<file path="src/rtl/dp_package.sv">
// Shared types for the dp engine 3x3 max-pool sequencer.
// Pool window edge, controller states and the latched job configuration.
package dp_package;

    localparam int POOL_WIN    = 3;
    localparam int POOL_ADDR_W = 32;
    localparam int POOL_DIM_W  = 8;

    typedef enum logic [1:0] {
        IDLE,
        ISSUE,
        WAIT_RES,
        DONE
    } pool_ctrl_state_t;

    typedef struct packed {
        logic [POOL_ADDR_W-1:0] in_base;
        logic [POOL_ADDR_W-1:0] out_base;
        logic [POOL_DIM_W-1:0]  in_w;
        logic [POOL_DIM_W-1:0]  in_h;
        logic [1:0]             stride;
    } pool_cfg_t;

endpackage

</file>
<file path="src/rtl/dp_pool_addr_gen.sv">
// Window/element walker for the max-pool sequencer.
// Running sums only: stride steps use shift-add, never a multiplier.
module dp_pool_addr_gen
    import dp_package::*;
#(
    parameter int ADDR_WIDTH = POOL_ADDR_W,
    parameter int DIM_WIDTH  = POOL_DIM_W,
    parameter int WIN        = POOL_WIN
) (
    input  logic                  clk_i,
    input  logic                  rst_ni,
    input  logic [ADDR_WIDTH-1:0] base_i,
    input  logic [DIM_WIDTH-1:0]  in_w_i,
    input  logic [DIM_WIDTH-1:0]  in_h_i,
    input  logic [1:0]            stride_i,
    input  logic                  init_i,
    input  logic                  advance_elem_i,
    input  logic                  advance_win_i,
    output logic [ADDR_WIDTH-1:0] addr_o,
    output logic                  last_elem_o,
    output logic                  last_win_o
);

    localparam int KW = $clog2(WIN);
    localparam int XW = DIM_WIDTH + 2;
    localparam logic [KW-1:0] KMAX = KW'(WIN - 1);

    logic [DIM_WIDTH-1:0]  xs_q, ys_q;
    logic [KW-1:0]         kx_q, ky_q;
    logic [ADDR_WIDTH-1:0] win_off_q, row_off_q;
    logic [ADDR_WIDTH-1:0] w_ext, row_step;
    logic [XW-1:0]         x_next, y_next;
    logic                  x_fit, y_fit;

    assign w_ext    = ADDR_WIDTH'(in_w_i);
    assign row_step = (stride_i[1] ? (w_ext << 1) : '0)
                    + (stride_i[0] ? w_ext : '0);

    assign x_next = XW'(xs_q) + XW'(stride_i) + XW'(WIN);
    assign y_next = XW'(ys_q) + XW'(stride_i) + XW'(WIN);
    assign x_fit  = x_next <= XW'(in_w_i);
    assign y_fit  = y_next <= XW'(in_h_i);

    assign last_elem_o = (kx_q == KMAX) && (ky_q == KMAX);
    assign last_win_o  = !x_fit && !y_fit;

    assign addr_o = base_i + row_off_q
                  + ADDR_WIDTH'(xs_q) + ADDR_WIDTH'(kx_q);

    always_ff @(posedge clk_i or negedge rst_ni) begin
        if (!rst_ni) begin
            xs_q      <= '0;
            ys_q      <= '0;
            kx_q      <= '0;
            ky_q      <= '0;
            win_off_q <= '0;
            row_off_q <= '0;
        end else if (init_i) begin
            xs_q      <= '0;
            ys_q      <= '0;
            kx_q      <= '0;
            ky_q      <= '0;
            win_off_q <= '0;
            row_off_q <= '0;
        end else if (advance_elem_i) begin
            if (kx_q == KMAX) begin
                kx_q <= '0;
                if (ky_q == KMAX) begin
                    ky_q      <= '0;
                    row_off_q <= win_off_q;
                end else begin
                    ky_q      <= ky_q + KW'(1);
                    row_off_q <= row_off_q + w_ext;
                end
            end else begin
                kx_q <= kx_q + KW'(1);
            end
        end else if (advance_win_i) begin
            // element walk already rewound row_off to the window's top row
            if (x_fit) begin
                xs_q <= xs_q + DIM_WIDTH'(stride_i);
            end else begin
                xs_q      <= '0;
                ys_q      <= ys_q + DIM_WIDTH'(stride_i);
                win_off_q <= win_off_q + row_step;
                row_off_q <= win_off_q + row_step;
            end
        end
    end

endmodule

</file>
<file path="src/rtl/dp_pool_ctrl.sv">
// Max-pool window sequencer: issues WIN*WIN element addresses per window.
// Optional DP_POOL_CTRL_PERF_EN adds busy/stall cycle counters.
module dp_pool_ctrl
    import dp_package::*;
#(
    parameter int ADDR_WIDTH = POOL_ADDR_W,
    parameter int DIM_WIDTH  = POOL_DIM_W,
    parameter int WIN        = POOL_WIN
) (
    input  logic                   clk_i,
    input  logic                   rst_ni,
    input  logic                   start_i,
    input  logic                   clear_i,
    input  logic [ADDR_WIDTH-1:0]  in_base_i,
    input  logic [ADDR_WIDTH-1:0]  out_base_i,
    input  logic [DIM_WIDTH-1:0]   in_w_i,
    input  logic [DIM_WIDTH-1:0]   in_h_i,
    input  logic [1:0]             stride_i,
    output logic                   addr_valid_o,
    input  logic                   addr_ready_i,
    output logic [ADDR_WIDTH-1:0]  addr_o,
    input  logic                   res_valid_i,
    input  logic                   res_ready_i,
    output logic [ADDR_WIDTH-1:0]  out_addr_o,
    output logic                   busy_o,
    output logic                   done_o,
    output logic                   err_o,
    output logic [2*DIM_WIDTH-1:0] nout_o
`ifdef DP_POOL_CTRL_PERF_EN
    ,
    output logic [31:0]            perf_cycles_o,
    output logic [31:0]            perf_stall_o
`endif
);

    pool_ctrl_state_t state_q;
    pool_cfg_t        cfg_q, cfg_d;
    logic             legal, res_hs, addr_acc, start_acc;
    logic             last_elem, last_win;

    assign cfg_d = '{in_base:  in_base_i,
                     out_base: out_base_i,
                     in_w:     in_w_i,
                     in_h:     in_h_i,
                     stride:   stride_i};

    assign legal = (in_w_i >= DIM_WIDTH'(WIN))
                && (in_h_i >= DIM_WIDTH'(WIN))
                && (stride_i != 2'd0);

    assign res_hs    = res_valid_i && res_ready_i;
    assign addr_acc  = addr_valid_o && addr_ready_i;
    assign start_acc = (state_q == IDLE) && start_i && !clear_i;

    assign out_addr_o = cfg_q.out_base + ADDR_WIDTH'(nout_o);

    dp_pool_addr_gen #(
        .ADDR_WIDTH (ADDR_WIDTH),
        .DIM_WIDTH  (DIM_WIDTH),
        .WIN        (WIN)
    ) u_addr_gen (
        .clk_i          (clk_i),
        .rst_ni         (rst_ni),
        .base_i         (cfg_q.in_base),
        .in_w_i         (cfg_q.in_w),
        .in_h_i         (cfg_q.in_h),
        .stride_i       (cfg_q.stride),
        .init_i         (start_acc && legal),
        .advance_elem_i (addr_acc && !clear_i),
        .advance_win_i  ((state_q == WAIT_RES) && res_hs && !clear_i),
        .addr_o         (addr_o),
        .last_elem_o    (last_elem),
        .last_win_o     (last_win)
    );

    always_ff @(posedge clk_i or negedge rst_ni) begin
        if (!rst_ni) begin
            state_q      <= IDLE;
            cfg_q        <= '0;
            addr_valid_o <= 1'b0;
            busy_o       <= 1'b0;
            done_o       <= 1'b0;
            err_o        <= 1'b0;
            nout_o       <= '0;
        end else begin
            done_o <= 1'b0;
            if (clear_i) begin
                state_q      <= IDLE;
                addr_valid_o <= 1'b0;
                busy_o       <= 1'b0;
            end else begin
                // a result outside the wait window is a protocol error
                if (res_hs && state_q != WAIT_RES) err_o <= 1'b1;
                unique case (state_q)
                    IDLE: if (start_i) begin
                        cfg_q  <= cfg_d;
                        nout_o <= '0;
                        err_o  <= !legal;
                        if (legal) begin
                            state_q      <= ISSUE;
                            addr_valid_o <= 1'b1;
                            busy_o       <= 1'b1;
                        end else begin
                            state_q <= DONE;
                            done_o  <= 1'b1;
                        end
                    end
                    ISSUE: if (addr_acc && last_elem) begin
                        addr_valid_o <= 1'b0;
                        state_q      <= WAIT_RES;
                    end
                    WAIT_RES: if (res_hs) begin
                        nout_o <= nout_o + (2*DIM_WIDTH)'(1);
                        if (last_win) begin
                            state_q <= DONE;
                            done_o  <= 1'b1;
                            busy_o  <= 1'b0;
                        end else begin
                            state_q      <= ISSUE;
                            addr_valid_o <= 1'b1;
                        end
                    end
                    DONE:    state_q <= IDLE;
                    default: state_q <= IDLE;
                endcase
            end
        end
    end

`ifdef DP_POOL_CTRL_PERF_EN
    always_ff @(posedge clk_i or negedge rst_ni) begin
        if (!rst_ni) begin
            perf_cycles_o <= '0;
            perf_stall_o  <= '0;
        end else if (start_acc) begin
            perf_cycles_o <= '0;
            perf_stall_o  <= '0;
        end else begin
            if (busy_o && !(&perf_cycles_o))
                perf_cycles_o <= perf_cycles_o + 32'd1;
            if (addr_valid_o && !addr_ready_i && !(&perf_stall_o))
                perf_stall_o <= perf_stall_o + 32'd1;
        end
    end
`endif

endmodule
</file>
<file path="config.mk">
export PLATFORM = sky130hd
export DESIGN_NAME = dp_pool_ctrl
export DESIGN_NICKNAME = d
export VERILOG_FILES = /design/src/rtl/dp_package.sv /design/src/rtl/dp_pool_addr_gen.sv /design/src/rtl/dp_pool_ctrl.sv
export SDC_FILE = /design/constraint.sdc
export NUM_CORES = 1
export LEC_CHECK = 0
export ABC_AREA = 1
export ABC_CLOCK_PERIOD_IN_PS = 4600
export CORE_MARGIN = 2
export CORE_UTILIZATION = 58
export CTS_BUF_LIST = sky130_fd_sc_hd__clkbuf_2
export CTS_CLUSTER_DIAMETER = 100
export DETAILED_ROUTE_END_ITERATION = 8
export HOLD_SLACK_MARGIN = 0.06
export PLACE_DENSITY = 0.92
export SYNTH_ARGS = -nofsm -noshare
export SYNTH_HDL_FRONTEND = slang
export SYNTH_SLANG_ARGS = --single-unit
</file>
<file path="constraint.sdc">
create_clock -name clk_i -period 4.6 [get_ports clk_i]
set_input_delay 0.92 -clock clk_i [delete_from_list [all_inputs] [get_ports clk_i]]
set_output_delay 0.92 -clock clk_i [all_outputs]
set_load 0.1 [all_outputs]
</file>
==> flow_metrics.env, run 1 <==
export IMPL_synthFlopType="dfrtp_1"
export IMPL_fin_nets=2731
export IMPL_die_area_sq_mm=0.0287
export IMPL_finClkSkew_ns=0.0719
export IMPL_finalSetupViolations=22
export IMPL_num_vias=16654
export IMPL_cts_buffers=17
export IMPL_wl_mm=48.7
export IMPL_vias_per_cell=5.88
export IMPL_die_y_microns=169
export IMPL_synthCells=2296
export IMPL_max_cap_viol_count=0
export IMPL_r2r_start="cfg_q[0]"
export IMPL_yosys_area_top_type="dfrtp_1"
export IMPL_ys_seq_elements=188
export IMPL_critPathCaptureType="output port"
export IMPL_slew_headroom_pct=32.9
export IMPL_rsz0062_at_grt="true"
export IMPL_wl_per_cell_microns=17.2
export IMPL_worstPathArrival_ns=4.16
export IMPL_cp_endpoint="addr_o[23]"
export IMPL_die_w_microns=169
export IMPL_drt_iter0_markers=1594
export IMPL_setup_slack_ns=-0.476
export IMPL_final_layout_size_suffix_gt1_share_pct=11.7
export IMPL_firstDrtPassIters=8
export IMPL_synth_edf_count=0
export IMPL_grt_pass1_vias=16328
export IMPL_async_flop_share_pct=100
export IMPL_fmaxAchievable_ghz=0.197
export IMPL_rr_worst_depth=22
export IMPL_hold_buffers=0
export IMPL_cts_root_buf="clkbuf_2"
export IMPL_htree_levels=4
export IMPL_path_class="flip-flop to output port"
export IMPL_worstMarginPinSlew_ns=1.01
export IMPL_start_util_pct=59.0
export IMPL_startpoint="cfg_q[51]"
export IMPL_status="finished with violations"
export IMPL_finalCritPeriodShare_pct=110
export IMPL_rows=60
export IMPL_clk_path_buf_depth=2
export IMPL_violations="negative setup slack"
export IMPL_grt_pass1_wl_mm=78.6
export IMPL_ios=173
export IMPL_clock_latency_ns=0.86
export IMPL_tns_ns=-5.69
export IMPL_path_max_fanout=4
export IMPL_setup_worst_path_start_class="flip-flop"
export IMPL_synthToLayoutAreaGrowth_pct=22.4
export IMPL_clk_pin_slew_worst_paths_ns=0.31
export IMPL_avgSynthCellArea_sq_um=6.91
export IMPL_period_needed_ns=5.08
export IMPL_drv_slew=0
export IMPL_place_congestion=0.940
export IMPL_hpwl_mm=36.6
export IMPL_synth_warnings=0
export IMPL_hold_violations=0
export IMPL_required_ns=3.68
export IMPL_grt_overflow_total=0
export IMPL_port_buffers=172
export IMPL_core_area_sq_mm=0.0269
export IMPL_grt_start_max_net_pins=102
export IMPL_grt_usage_pct=33.8
export IMPL_ys_seq_area_share_pct=29.7
export IMPL_drtAntennaViolNets=0
export IMPL_hp_class="primary input to asynchronous set/reset pin"
export IMPL_syn_area_sq_mm=0.0159
export IMPL_synth_area_top_cells="dfrtp_1 30%, nand2_1 17%, ha_1 11%, nand3_1 7.3%, inv_1 6.5%"
export IMPL_syn_num_nets=2551
export IMPL_r2r_end="u_addr_gen.row_off_q[6]"
export IMPL_cts_sinks=188
export IMPL_synth_cell_types=45
export IMPL_cts_tree="yes"
export IMPL_r2r_slack_ns=0.29
export IMPL_antenna_found_initial=1
export IMPL_yosysTopAreaCellShare_pct=29.7
export IMPL_post_route_drc_count=0
-- state kept, by name, summed over array words and instances (netlist names) --
signal and flops:
u_addr_gen.ys_q 8, u_addr_gen.xs_q 8, addr_valid_o 1, u_addr_gen.row_off_q 32, u_addr_gen.ky_q 2, state_q 2
err_o 1, cfg_q 82, nout_o 16, u_addr_gen.kx_q 2, u_addr_gen.win_off_q 32, busy_o 1
done_o 1
-- cells in the final DEF (no fill, tap or decap), drive strengths merged, types with 6 or more instances in the layout --
master	count
a21oi	93
buf	102
clkbuf	19
clkdlybuf4s50	110
clkinv	6
dfrtp	188
fa	22
ha	144
inv	286
nand2	728
nand3	241
nand4	45
nor2	145
nor3	44
o211ai	11
o21a	6
o21ai	163
o22ai	11
or2	8
xnor2	27
xor2	53
-- critical path, cell delays in order, from the launching register on --
cell and delay, ns:
dfrtp_1 0.47, fa_1 0.51, fa_2 0.56, ha_4 0.14, inv_2 0.04, fa_2 0.40
nor3_4 0.16, nor2_2 0.08, o21ai_1 0.14, buf_4 0.15, nand2_2 0.05, nand2_2 0.08
nand2_2 0.08, nand2_4 0.10, xor2_4 0.17, buf_12 0.19
-- synth_stat cells, types with 2 or more instances --
master,count
nand4_4,2
o21ai_1,33
a21boi_0,2
nand3_1,231
o211ai_1,11
nor2_2,5
nand2_1,718
xor2_1,53
o21ai_0,130
a21oi_1,93
clkbuf_1,42
buf_2,5
nor3b_1,4
inv_1,276
ha_1,144
or2_2,8
o22ai_1,11
o21bai_1,4
inv_2,4
o221ai_1,2
nand3b_1,2
xnor2_1,27
fa_1,22
nand4_1,43
nand2_2,9
dfrtp_1,188
nand3_2,10
nor4_1,5
o21a_1,6
a31oi_1,5
nor2_1,138
buf_6,5
nor2_4,2
a21o_1,3
a22oi_1,2
nor3_1,42
-- cells by family after synthesis --
family	count (synthesis)	share of synthesized area, %
simple gates	1225	33.3
buf+inv	333	8.18
flops	188	29.7
compound gates	304	10.3
xor+xnor	80	4.42
fa+ha+maj	166	14.1
-- stage by stage --
stage          hold slack, ns  util [%]  instance area (sq um)  std cells  setup WS (ns)
6_report               0.0394      72.2                  19400       2831         -0.476
5_1_grt                 0.119      72.2                  19400       2831         -0.581
4_1_cts                0.0989      71.1                  19100       2819         -0.434
3_5_place_dp            0.468      68.7                  18500       2775         0.0731
3_3_place_gp            0.459      68.7                  18500       2775          0.161
2_1_floorplan           0.446         -                  16200       2296         -0.558
-- layout make-up --
| class | count | area, sq um |
|---|---|---|
| well taps | 341 | 427 |
| fillers | 2071 | 7470 |
| flip-flops and latches | 188 | 4710 |
| repair buffers | 214 | 2290 |
| multi-input cells | 1775 | 10700 |
| diodes | 2 | 5.00 |
| inverters | 280 | 1050 |
| clock inverters | 14 | 175 |
| clock buffers | 17 | 85.1 |
-- what timing repair did --
action,CTS,global route
resized for setup,82,49
buffers inserted,13,10
endpoints found under the setup margin,37,33
gates cloned,0,0
pin swaps,23,21
-- routing by layer --
layer  wire, microns  vias up  track usage (%)
met3            3520      164             4.97
met2           24200      814             59.8
met5               0        -                0
met4            2060        0             14.3
li1                -     7847                -
met1           19000     7829             41.2
-- how the worst min path moves through the flow --
stage          slack [ns]       from        end  cells after the start
3_3_place_gp         0.46  cfg_q[27]  cfg_q[27]                      2
3_5_place_dp         0.47  cfg_q[33]  cfg_q[33]                      2
2_1_floorplan        0.45  cfg_q[18]  cfg_q[18]                      2
5_1_grt              0.12     rst_ni  cfg_q[78]                      1
6_report             0.04     rst_ni  cfg_q[78]                      1
4_1_cts               0.1     rst_ni  cfg_q[78]                      1
Power of run 1 is not shown: default switching activity piles up to over one toggle a cycle in this logic, so the estimate is an artifact.
==> run 2, diff against run 1 <==
--- a/config.mk
+++ b/config.mk
@@ -11,6 +11,7 @@
 export CORE_UTILIZATION = 58
 export CTS_BUF_LIST = sky130_fd_sc_hd__clkbuf_2
 export CTS_CLUSTER_DIAMETER = 100
+export CTS_CLUSTER_SIZE = 30
 export DETAILED_ROUTE_END_ITERATION = 8
 export HOLD_SLACK_MARGIN = 0.06
 export PLACE_DENSITY = 0.92
==> results of run 2 <==
Final layout, timing and power as in run 1 (identical DEF).
Power of run 2 is left out for the same reason.
==> run 3, diff against run 2 <==
--- a/config.mk
+++ b/config.mk
@@ -15,6 +15,7 @@
 export DETAILED_ROUTE_END_ITERATION = 8
 export HOLD_SLACK_MARGIN = 0.06
 export PLACE_DENSITY = 0.92
+export SLEW_MARGIN = 10
 export SYNTH_ARGS = -nofsm -noshare
 export SYNTH_HDL_FRONTEND = slang
 export SYNTH_SLANG_ARGS = --single-unit
==> results of run 3 <==
Final layout, timing and power as in run 1 (identical DEF).
Power of run 3 is left out for the same reason.
